File: config.mk
export PLATFORM = sky130hd
export DESIGN_NAME = rca_seq_ctrl
export DESIGN_NICKNAME = d
export VERILOG_FILES = /design/src/rtl/rca_seq_pkg.sv /design/src/rtl/rca_nibble.sv /design/src/rtl/rca_seq_ctrl.sv
export SDC_FILE = /design/constraint.sdc
export NUM_CORES = 1
export LEC_CHECK = 0
export BUFFER_PORTS_ARGS = -buffer_cell sky130_fd_sc_hd__buf_2
export CORE_MARGIN = 2
export CORE_UTILIZATION = 44
export DETAILED_ROUTE_END_ITERATION = 7
export MAX_ROUTING_LAYER = met4
export PLACE_DENSITY = 0.74
export SETUP_SLACK_MARGIN = 0.5
export SYNTH_ARGS = -nofsm -noshare
export SYNTH_HDL_FRONTEND = slang
export SYNTH_SLANG_ARGS = --single-unit
export TNS_END_PERCENT = 20
File: constraint.sdc
create_clock -name clk -period 4.1 [get_ports clk]
set_input_delay 0.41 -clock clk [delete_from_list [all_inputs] [get_ports clk]]
set_output_delay 0.41 -clock clk [all_outputs]
set_load 0.1 [all_outputs]
File: src/rtl/rca_seq_pkg.sv
// Shared types and constants for the nibble-serial adder controller.
//   state_t : controller FSM states (IDLE, RUN, DONE)
//   NIB_W   : width of the ripple-carry slice, in bits
package rca_seq_pkg;

  localparam int NIB_W = 4;

  typedef enum logic [1:0] {
    IDLE = 2'd0,
    RUN  = 2'd1,
    DONE = 2'd2
  } state_t;

endpackage : rca_seq_pkg

File: src/rtl/rca_nibble.sv
// Purely combinational 4-bit ripple-carry adder slice built from four
// full-adder bit cells.
// Ports:
//   x, y : nibble operands
//   ci   : carry into bit 0
//   s    : nibble sum
//   co   : carry out of bit 3
module rca_nibble
  import rca_seq_pkg::*;
(
  input  logic [NIB_W-1:0] x,
  input  logic [NIB_W-1:0] y,
  input  logic             ci,
  output logic [NIB_W-1:0] s,
  output logic             co
);

  logic [NIB_W:0] c;

  assign c[0] = ci;

  for (genvar i = 0; i < NIB_W; i++) begin : g_fa
    assign s[i]   = x[i] ^ y[i] ^ c[i];
    assign c[i+1] = (x[i] & y[i]) | (c[i] & (x[i] ^ y[i]));
  end

  assign co = c[NIB_W];

endmodule : rca_nibble

File: src/rtl/rca_seq_ctrl.sv
// Sequencing controller: WIDTH-bit addition by time-multiplexing one 4-bit
// ripple-carry slice, one nibble per clock, LSB nibble first.
// Ports:
//   clk, rst_n           : clock, synchronous active-low reset
//   in_valid / in_ready  : operand handshake (a, b, cin)
//   out_valid / out_ready: result handshake (sum, cout, ovf)
//   sum                  : a + b + cin modulo 2^WIDTH
//   cout                 : carry out of bit WIDTH-1
//   ovf                  : two's-complement signed overflow
// WIDTH must be a multiple of 4 and at least 8.
module rca_seq_ctrl
  import rca_seq_pkg::*;
#(
  parameter int WIDTH = 16
) (
  input  logic             clk,
  input  logic             rst_n,
  input  logic             in_valid,
  output logic             in_ready,
  input  logic [WIDTH-1:0] a,
  input  logic [WIDTH-1:0] b,
  input  logic             cin,
  output logic             out_valid,
  input  logic             out_ready,
  output logic [WIDTH-1:0] sum,
  output logic             cout,
  output logic             ovf
);

  localparam int NIB   = WIDTH / NIB_W;
  localparam int CNT_W = (NIB > 1) ? $clog2(NIB) : 1;

  state_t           state, state_nx;
  logic [CNT_W-1:0] cnt;
  logic             carry;
  logic [WIDTH-1:0] a_sr, b_sr, sum_r;
  logic             a_msb, b_msb;
  logic             cout_r, ovf_r;

  logic [NIB_W-1:0] slice_s;
  logic             slice_co;
  logic             accept;
  logic             last;

  rca_nibble u_slice (
    .x  (a_sr[NIB_W-1:0]),
    .y  (b_sr[NIB_W-1:0]),
    .ci (carry),
    .s  (slice_s),
    .co (slice_co)
  );

  assign accept = in_valid && in_ready;
  assign last   = (cnt == CNT_W'(NIB - 1));

  // Next state and handshake outputs; both depend only on the state flops
  // (plus the handshake inputs for the transition itself).
  always_comb begin
    // NOTE: every signal gets a default before the case so no path leaves it
    // unassigned, which would otherwise infer a latch.
    state_nx  = state;
    in_ready  = 1'b0;
    out_valid = 1'b0;
    unique case (state)
      IDLE: begin
        in_ready = 1'b1;
        if (in_valid) state_nx = RUN;
      end
      RUN: begin
        if (last) state_nx = DONE;
      end
      DONE: begin
        out_valid = 1'b1;
        if (out_ready) state_nx = IDLE;
      end
      default: state_nx = IDLE;
    endcase
  end

  // Control state and result registers, all cleared by reset.
  always_ff @(posedge clk) begin
    // NOTE: sequential state uses non-blocking assignments so every flop
    // samples pre-edge values regardless of statement order.
    if (!rst_n) begin
      state  <= IDLE;
      cnt    <= '0;
      carry  <= 1'b0;
      sum_r  <= '0;
      cout_r <= 1'b0;
      ovf_r  <= 1'b0;
    end else begin
      state <= state_nx;
      if (accept) begin
        carry <= cin;
        cnt   <= '0;
      end else if (state == RUN) begin
        // Slice result enters at the top; after NIB shifts nibble 0 sits at
        // the bottom.
        sum_r <= {slice_s, sum_r[WIDTH-1:NIB_W]};
        carry <= slice_co;
        if (last) begin
          cout_r <= slice_co;
          // slice_s[NIB_W-1] is the final sum MSB.
          ovf_r  <= (a_msb == b_msb) && (slice_s[NIB_W-1] != a_msb);
        end else begin
          cnt <= cnt + CNT_W'(1);
        end
      end
    end
  end

  // Operand shift registers and sign capture.
  // NOTE: pure datapath registers carry no reset; they are always loaded on
  // accept before being consumed, so resetting them buys nothing.
  always_ff @(posedge clk) begin
    if (accept) begin
      a_sr  <= a;
      b_sr  <= b;
      a_msb <= a[WIDTH-1];
      b_msb <= b[WIDTH-1];
    end else if (state == RUN) begin
      a_sr <= a_sr >> NIB_W;
      b_sr <= b_sr >> NIB_W;
    end
  end

  assign sum  = sum_r;
  assign cout = cout_r;
  assign ovf  = ovf_r;

endmodule : rca_seq_ctrl

==> results of run 1 <==
area by class of cell:
cell class / instances / area share, %
flip-flops and latches: 57 / 51.5
multi-input cells: 110 / 27.5
repair buffers: 57 / 10.0
clock buffers: 14 / 6.39
well taps: 70 / 3.04
inverters: 9 / 1.17
clock inverters: 2 / 0.348
final timing paths:
check	end	slack, ns
worst min register to register	sum[2]	0.45
worst max register to register	ovf	1.47
worst min-delay path	b_msb	0.27
worst max-delay path	ovf	1.47
per-layer routing:
metal	wire length [µm]	share of wire (%)	GRT usage [%]	vias to the layer above
met5	0	0	-	-
met4	57	1.5	5.89	0
met3	280	7.3	8.35	8
met2	1810	47	23.3	49
met1	1710	44	15.3	686
li1	-	-	-	759
power groups by stage:
stage | clock network (mW) | registers, mW | logic (mW)
floorplan | 0 | 0.745 | 0.110
global placement | 0 | 0.697 | 0.197
detailed placement | 0 | 0.701 | 0.202
CTS | 0.511 | 0.689 | 0.203
global route | 0.534 | 0.694 | 0.218
finish | 0.495 | 0.688 | 0.199
sequential cells by signal, summed over array words and instances, names as in the netlist:
register and cells:
cnt 2, cout 1, carry 1, b_sr 16, a_msb 1, b_msb 1, state 2, ovf 1
a_sr 16, sum 16
cell usage after synthesis, drive strengths merged:
master  number  area, µm²
edfxtp      34       1020
a311oi       1       8.76
nand3        1       5.00
mux2        24        270
and2b        1       7.51
and2         8       50.1
xnor2        1       8.76
nor2b        1       6.26
nor2         9       33.8
o221a        1       11.3
a21oi       18       90.1
ha           1       12.5
a22oi        1       7.51
nand2       29        109
nor3b        3       33.8
inv          9       33.8
dfxtp       23        460
nand2b       2       12.5
o311a        1       10.0
o21ai        1       5.00
clkbuf       2       7.51
a211oi       3       22.5
buf          8       52.6
fa           4       80.1
metrics by stage:
stage / cell area [µm²] / instances / hold slack, ns / util [%]
2_1_floorplan: 2360 / 186 / 0.456 / -
6_report: 2880 / 319 / 0.270 / 56.0
3_5_place_dp: 2680 / 303 / 0.444 / 52.2
5_1_grt: 2880 / 319 / 0.248 / 56.0
4_1_cts: 2880 / 319 / 0.255 / 56.0
3_3_place_gp: 2680 / 303 / 0.439 / 52.2
cell families after synthesis:
family | after synthesis | synth area share, %
flip-flops | 57 | 62.8
AND/OR/NAND/NOR | 54 | 10.9
AO/OA/AOI/OAI | 26 | 6.57
multiplexers | 24 | 11.5
buffers and inverters | 19 | 3.98
adder cells (fa/ha/maj) | 5 | 3.92
XOR/XNOR | 1 | 0.371
worst reg2reg max path, stage by stage, from the launching register on:
cell	delay, ns
edfxtp_1	0.39
fa_1	0.40
inv_1	0.08
fa_1	0.16
inv_1	0.05
fa_1	0.35
inv_1	0.08
fa_1	0.44
o311a_1	0.36
a211oi_1	0.22
==> results.py, run 1 <==
metrics = {
    "run_status": {
        "outcome": "finished, final reports clean",
    },
    "power_and_ir_drop": {
        "p_leak_nw": 1.18,
        "p_int_mw": 1.03,
        "clock_power_share_pct": 35.8,
        "pwr-share-seq_pct": 49.7,
        "p_sw_uw": 355,
        "finalPower_mw": 1.38,
        "ir_drop_mv": 0.245,
        "power_switching_share_pct": 25.7,
        "combPwrFrac_pct": 14.4,
        "p_per_area_mw_per_mm2": 480,
    },
    "sta": {
        "rsz0062_at_grt": "no",
        "fin_skew_ns": 0.00638,
        "setup-violations-final": 0,
        "slew_headroom_pct": 40.2,
        "max_freq_mhz": 380,
        "finalHoldViolCount": 0,
        "report.final.slew_viol_count": 0,
        "worst_pin_slew_ns": 0.895,
        "period_share_pct": 64.1,
        "fin_crit_ns": 2.63,
        "fin_tns_setup_ns": 0,
        "timing.final.ws_setup_ns": 1.47,
    },
    "global_route": {
        "grt.total_usage_pct": 14.8,
        "grt_max_degree": 37,
        "antenna_found_initial": 0,
        "grt_overflow": 0,
        "grt_pass1_vias": 1496,
        "grt_pass1_wl_um": 6410,
    },
    "cells_and_area": {
        "layout.nets": 286,
        "n_fill_cell": 462,
        "final_cell_mix": "buf_2, edfxtp_1, nand2_1",
        "multi_input_area_um2": 792,
        "synthToLayoutAreaGrowth_pct": 21.9,
        "drive_gt1_share_pct": 39.0,
        "diodes": 0,
        "regArea_mm2": 0.00148,
        "final_common_cell": "buf_2",
    },
    "min_path": {
        "hold_depth": 1,
        "min_from": "b[15]",
        "hold_path.class": "input port to flip-flop",
    },
    "run": {
        "drv_cap": 0,
    },
    "setup_path": {
        "critical_path_class": "flip-flop to flip-flop",
        "crit_path_max_incr_delay_ns": 0.44,
        "crit_chain": "fa_1 -> inv_1 -> fa_1 -> inv_1 -> fa_1 -> inv_1 -> fa_1 -> o311a_1 -> a211oi_1",
        "crit_path_frequent_cell": "fa_1",
        "crit_required_ns": 4.35,
        "cp-end-kind": "flip-flop",
        "r2r-start": "a_sr[0]",
        "cp-startpoint": "a_sr[0]",
        "startpoint_type": "flip-flop",
        "cp_num_cells": 9,
        "reg2reg_depth": 9,
        "path_delay_family": "adder cells",
        "crit_slowest_cell": "fa_1",
        "cp.buffers_inverters": 3,
        "arrival_ns": 2.87,
        "worstPathMaxFanout": 3,
    },
    "clock_tree": {
        "root_buffer": "clkbuf_8",
        "clockBufferDepth": 2,
        "cts_tree": "yes",
        "ctsHtreeMaxLevel": 3,
        "cts_buffers": 9,
        "clk_pin_slew_ns": 0.06,
        "holdBufCountCts": 0,
        "clkLatencyLatePin_ns": 0.33,
        "cts_setup_buffers": 0,
        "cts-resized-gates": 0,
        "cts.sink_count": 57,
    },
    "detailed_routing": {
        "vias_per_cell": 4.71,
        "drt-total-wl_um": 3850,
        "dr.pass1.iters": 4,
        "drtAntennaViolNets": 0,
        "drc": 0,
        "vias": 1502,
        "first_iter_violations": 49,
        "wl_per_cell_um": 12.1,
    },
    "yosys": {
        "ys_types": 27,
        "ys_seq_area_share_pct": 62.8,
        "synthesis.area_mm2": 0.00236,
        "syn_area_per_cell_um2": 12.7,
        "synth_nets": 228,
        "ys.warnings.count": 0,
        "synthCells": 186,
        "ys_ff_latch": 57,
    },
    "floorplan": {
        "die_area_mm2": 0.00597,
        "core_mm2": 0.00514,
        "fp.dieW_um": 77.2,
        "start_util_pct": 45.9,
        "pin_count": 57,
        "rows": 26,
        "dieHeight_um": 77.2,
    },
    "placed_design": {
        "gp_congestion": 0.785,
        "pre_cts_ws_ns": 1.49,
        "place.port_buffers": 56,
        "hpwl_um": 2560,
    },
}
(Power assumes the default switching activity.)
==> inputs of run 2 (changes only) <==
==> constraint.sdc (replaced) <==
create_clock -name clk -period 2.5 [get_ports clk]
set_input_delay 0.25 -clock clk [delete_from_list [all_inputs] [get_ports clk]]
set_output_delay 0.25 -clock clk [all_outputs]
set_load 0.1 [all_outputs]
==> results.py, run 2 (synthesis results as in run 1) <==
metrics = {
    "floorplan": {
        "pin_count": 57,
        "die_area_mm2": 0.00597,
        "core_mm2": 0.00514,
        "fp.dieW_um": 77.2,
        "start_util_pct": 45.9,
        "rows": 26,
        "dieHeight_um": 77.2,
    },
    "power_and_ir_drop": {
        "p_sw_uw": 579,
        "p_per_area_mw_per_mm2": 757,
        "p_leak_nw": 1.17,
        "p_int_mw": 1.60,
        "combPwrFrac_pct": 15.5,
        "ir_drop_mv": 0.441,
        "power_switching_share_pct": 26.6,
        "clock_power_share_pct": 32.6,
        "pwr-share-seq_pct": 51.9,
    },
    "sta": {
        "period_share_pct": 97.3,
        "fin_skew_ns": 0.00693,
        "rsz0062_at_grt": "yes",
        "whs_ns": 0.105,
        "setup-violations-final": 0,
        "report.final.slew_viol_count": 0,
        "max_freq_mhz": 411,
        "worst_pin_slew_ns": 0.704,
        "fin_tns_setup_ns": 0,
        "finalHoldViolCount": 0,
        "fin_crit_ns": 2.43,
        "slew_headroom_pct": 53.0,
    },
    "cells_and_area": {
        "diodes": 0,
        "synthToLayoutAreaGrowth_pct": 21.8,
        "drive_gt1_share_pct": 42.8,
        "final_cell_mix": "buf_2, edfxtp_1, nand2_1",
        "final_common_cell": "buf_2",
        "layout.nets": 287,
    },
    "run_status": {
        "outcome": "finished, final reports clean",
    },
    "clock_tree": {
        "cts_setup_buffers": 0,
        "clockBufferDepth": 2,
        "cts.sink_count": 57,
        "holdBufCountCts": 0,
        "clk_pin_slew_ns": 0.06,
        "ctsHtreeMaxLevel": 3,
        "root_buffer": "clkbuf_8",
        "cts_buffers": 9,
        "cts_tree": "yes",
        "clkLatencyLatePin_ns": 0.33,
    },
    "placed_design": {
        "hpwl_um": 2580,
        "place.port_buffers": 56,
        "gp_congestion": 0.774,
    },
    "detailed_routing": {
        "drc": 0,
        "dr.pass1.iters": 4,
        "first_iter_violations": 68,
        "drt-total-wl_um": 3850,
        "vias_per_cell": 4.73,
        "wl_per_cell_um": 12.0,
        "drtAntennaViolNets": 0,
        "vias": 1513,
    },
    "min_path": {
        "hold_path.class": "input port to flip-flop",
    },
    "run": {
        "drv_cap": 0,
    },
    "setup_path": {
        "crit_required_ns": 2.75,
        "startpoint_type": "flip-flop",
        "cp-end-kind": "flip-flop",
        "critical_path_class": "flip-flop to flip-flop",
        "arrival_ns": 2.68,
        "worstPathMaxFanout": 3,
    },
    "global_route": {
        "grt_pass1_vias": 1478,
        "grt.total_usage_pct": 15.2,
        "antenna_found_initial": 0,
        "grt_overflow": 0,
        "grt_pass1_wl_um": 6640,
        "grt_max_degree": 37,
    },
}
run 2: cell count changes in the layout (fill, tap and decap cells not counted), sizes merged:
cell,before,now
buf,57,58
clkinv,2,4
clkbuf,14,12
run 2: power by group through the flow:
| stage | Sequential, mW | Clock [mW] | Combinational, mW |
|---|---|---|---|
| after floorplan | 1.22 | 0 | 0.186 |
| after global placement | 1.14 | 0 | 0.330 |
| after detailed placement | 1.15 | 0 | 0.337 |
| after CTS | 1.13 | 0.735 | 0.339 |
| after global routing | 1.14 | 0.775 | 0.372 |
| final | 1.13 | 0.710 | 0.336 |
run 2: timing repair:
item                       CTS  global route
pin swaps                    1             1
setup endpoints to repair    3             4
gates resized for setup      1             4
run 2: cell type report:
type	instances	area, µm²
multi-input combinational	110	811
fill	471	2270
sequential	57	1480
tap	70	87.6
clock inverter	4	18.8
clock buffer	12	145
timing repair buffer	58	295
inverter	9	33.8
run 2: layer usage:
metal | vias to the layer above | global-route usage [%] | share of wire, %
met5 | - | - | 0
met4 | 0 | 6.96 | 2.4
met3 | 10 | 7.18 | 7.5
met2 | 52 | 22.8 | 47
met1 | 686 | 17.3 | 43
li1 | 765 | - | -
run 2: path summary, 6_finish.rpt:
check	from	cells past startpoint	slack (ns)	to
setup / recovery	b_sr[0]	9	0.07	ovf
hold / removal	a[15]	1	0.10	a_msb
setup reg to reg	b_sr[0]	9	0.07	ovf
hold reg to reg	sum[3]	2	0.45	sum[3]
run 2: stage by stage:
stage	std cells	total power, mW	setup WS (ns)	utilization (%)	instance area (µm²)
2_1_floorplan	186	1.41	0.141	-	2370
3_3_place_gp	304	1.47	0.100	52.5	2700
3_5_place_dp	304	1.49	0.00275	52.5	2700
4_1_cts	320	2.20	0.0423	55.8	2870
5_1_grt	320	2.29	-0.00796	55.9	2870
6_report	320	2.18	0.0681	55.9	2870
run 2: worst max-delay path, cell delays in order (launching register included):
cell and delay (ns):
edfxtp_1 0.39, fa_2 0.37, inv_2 0.06, fa_2 0.19
inv_2 0.04, fa_2 0.32, inv_2 0.06, fa_2 0.44
o311a_1 0.31, a211oi_2 0.18
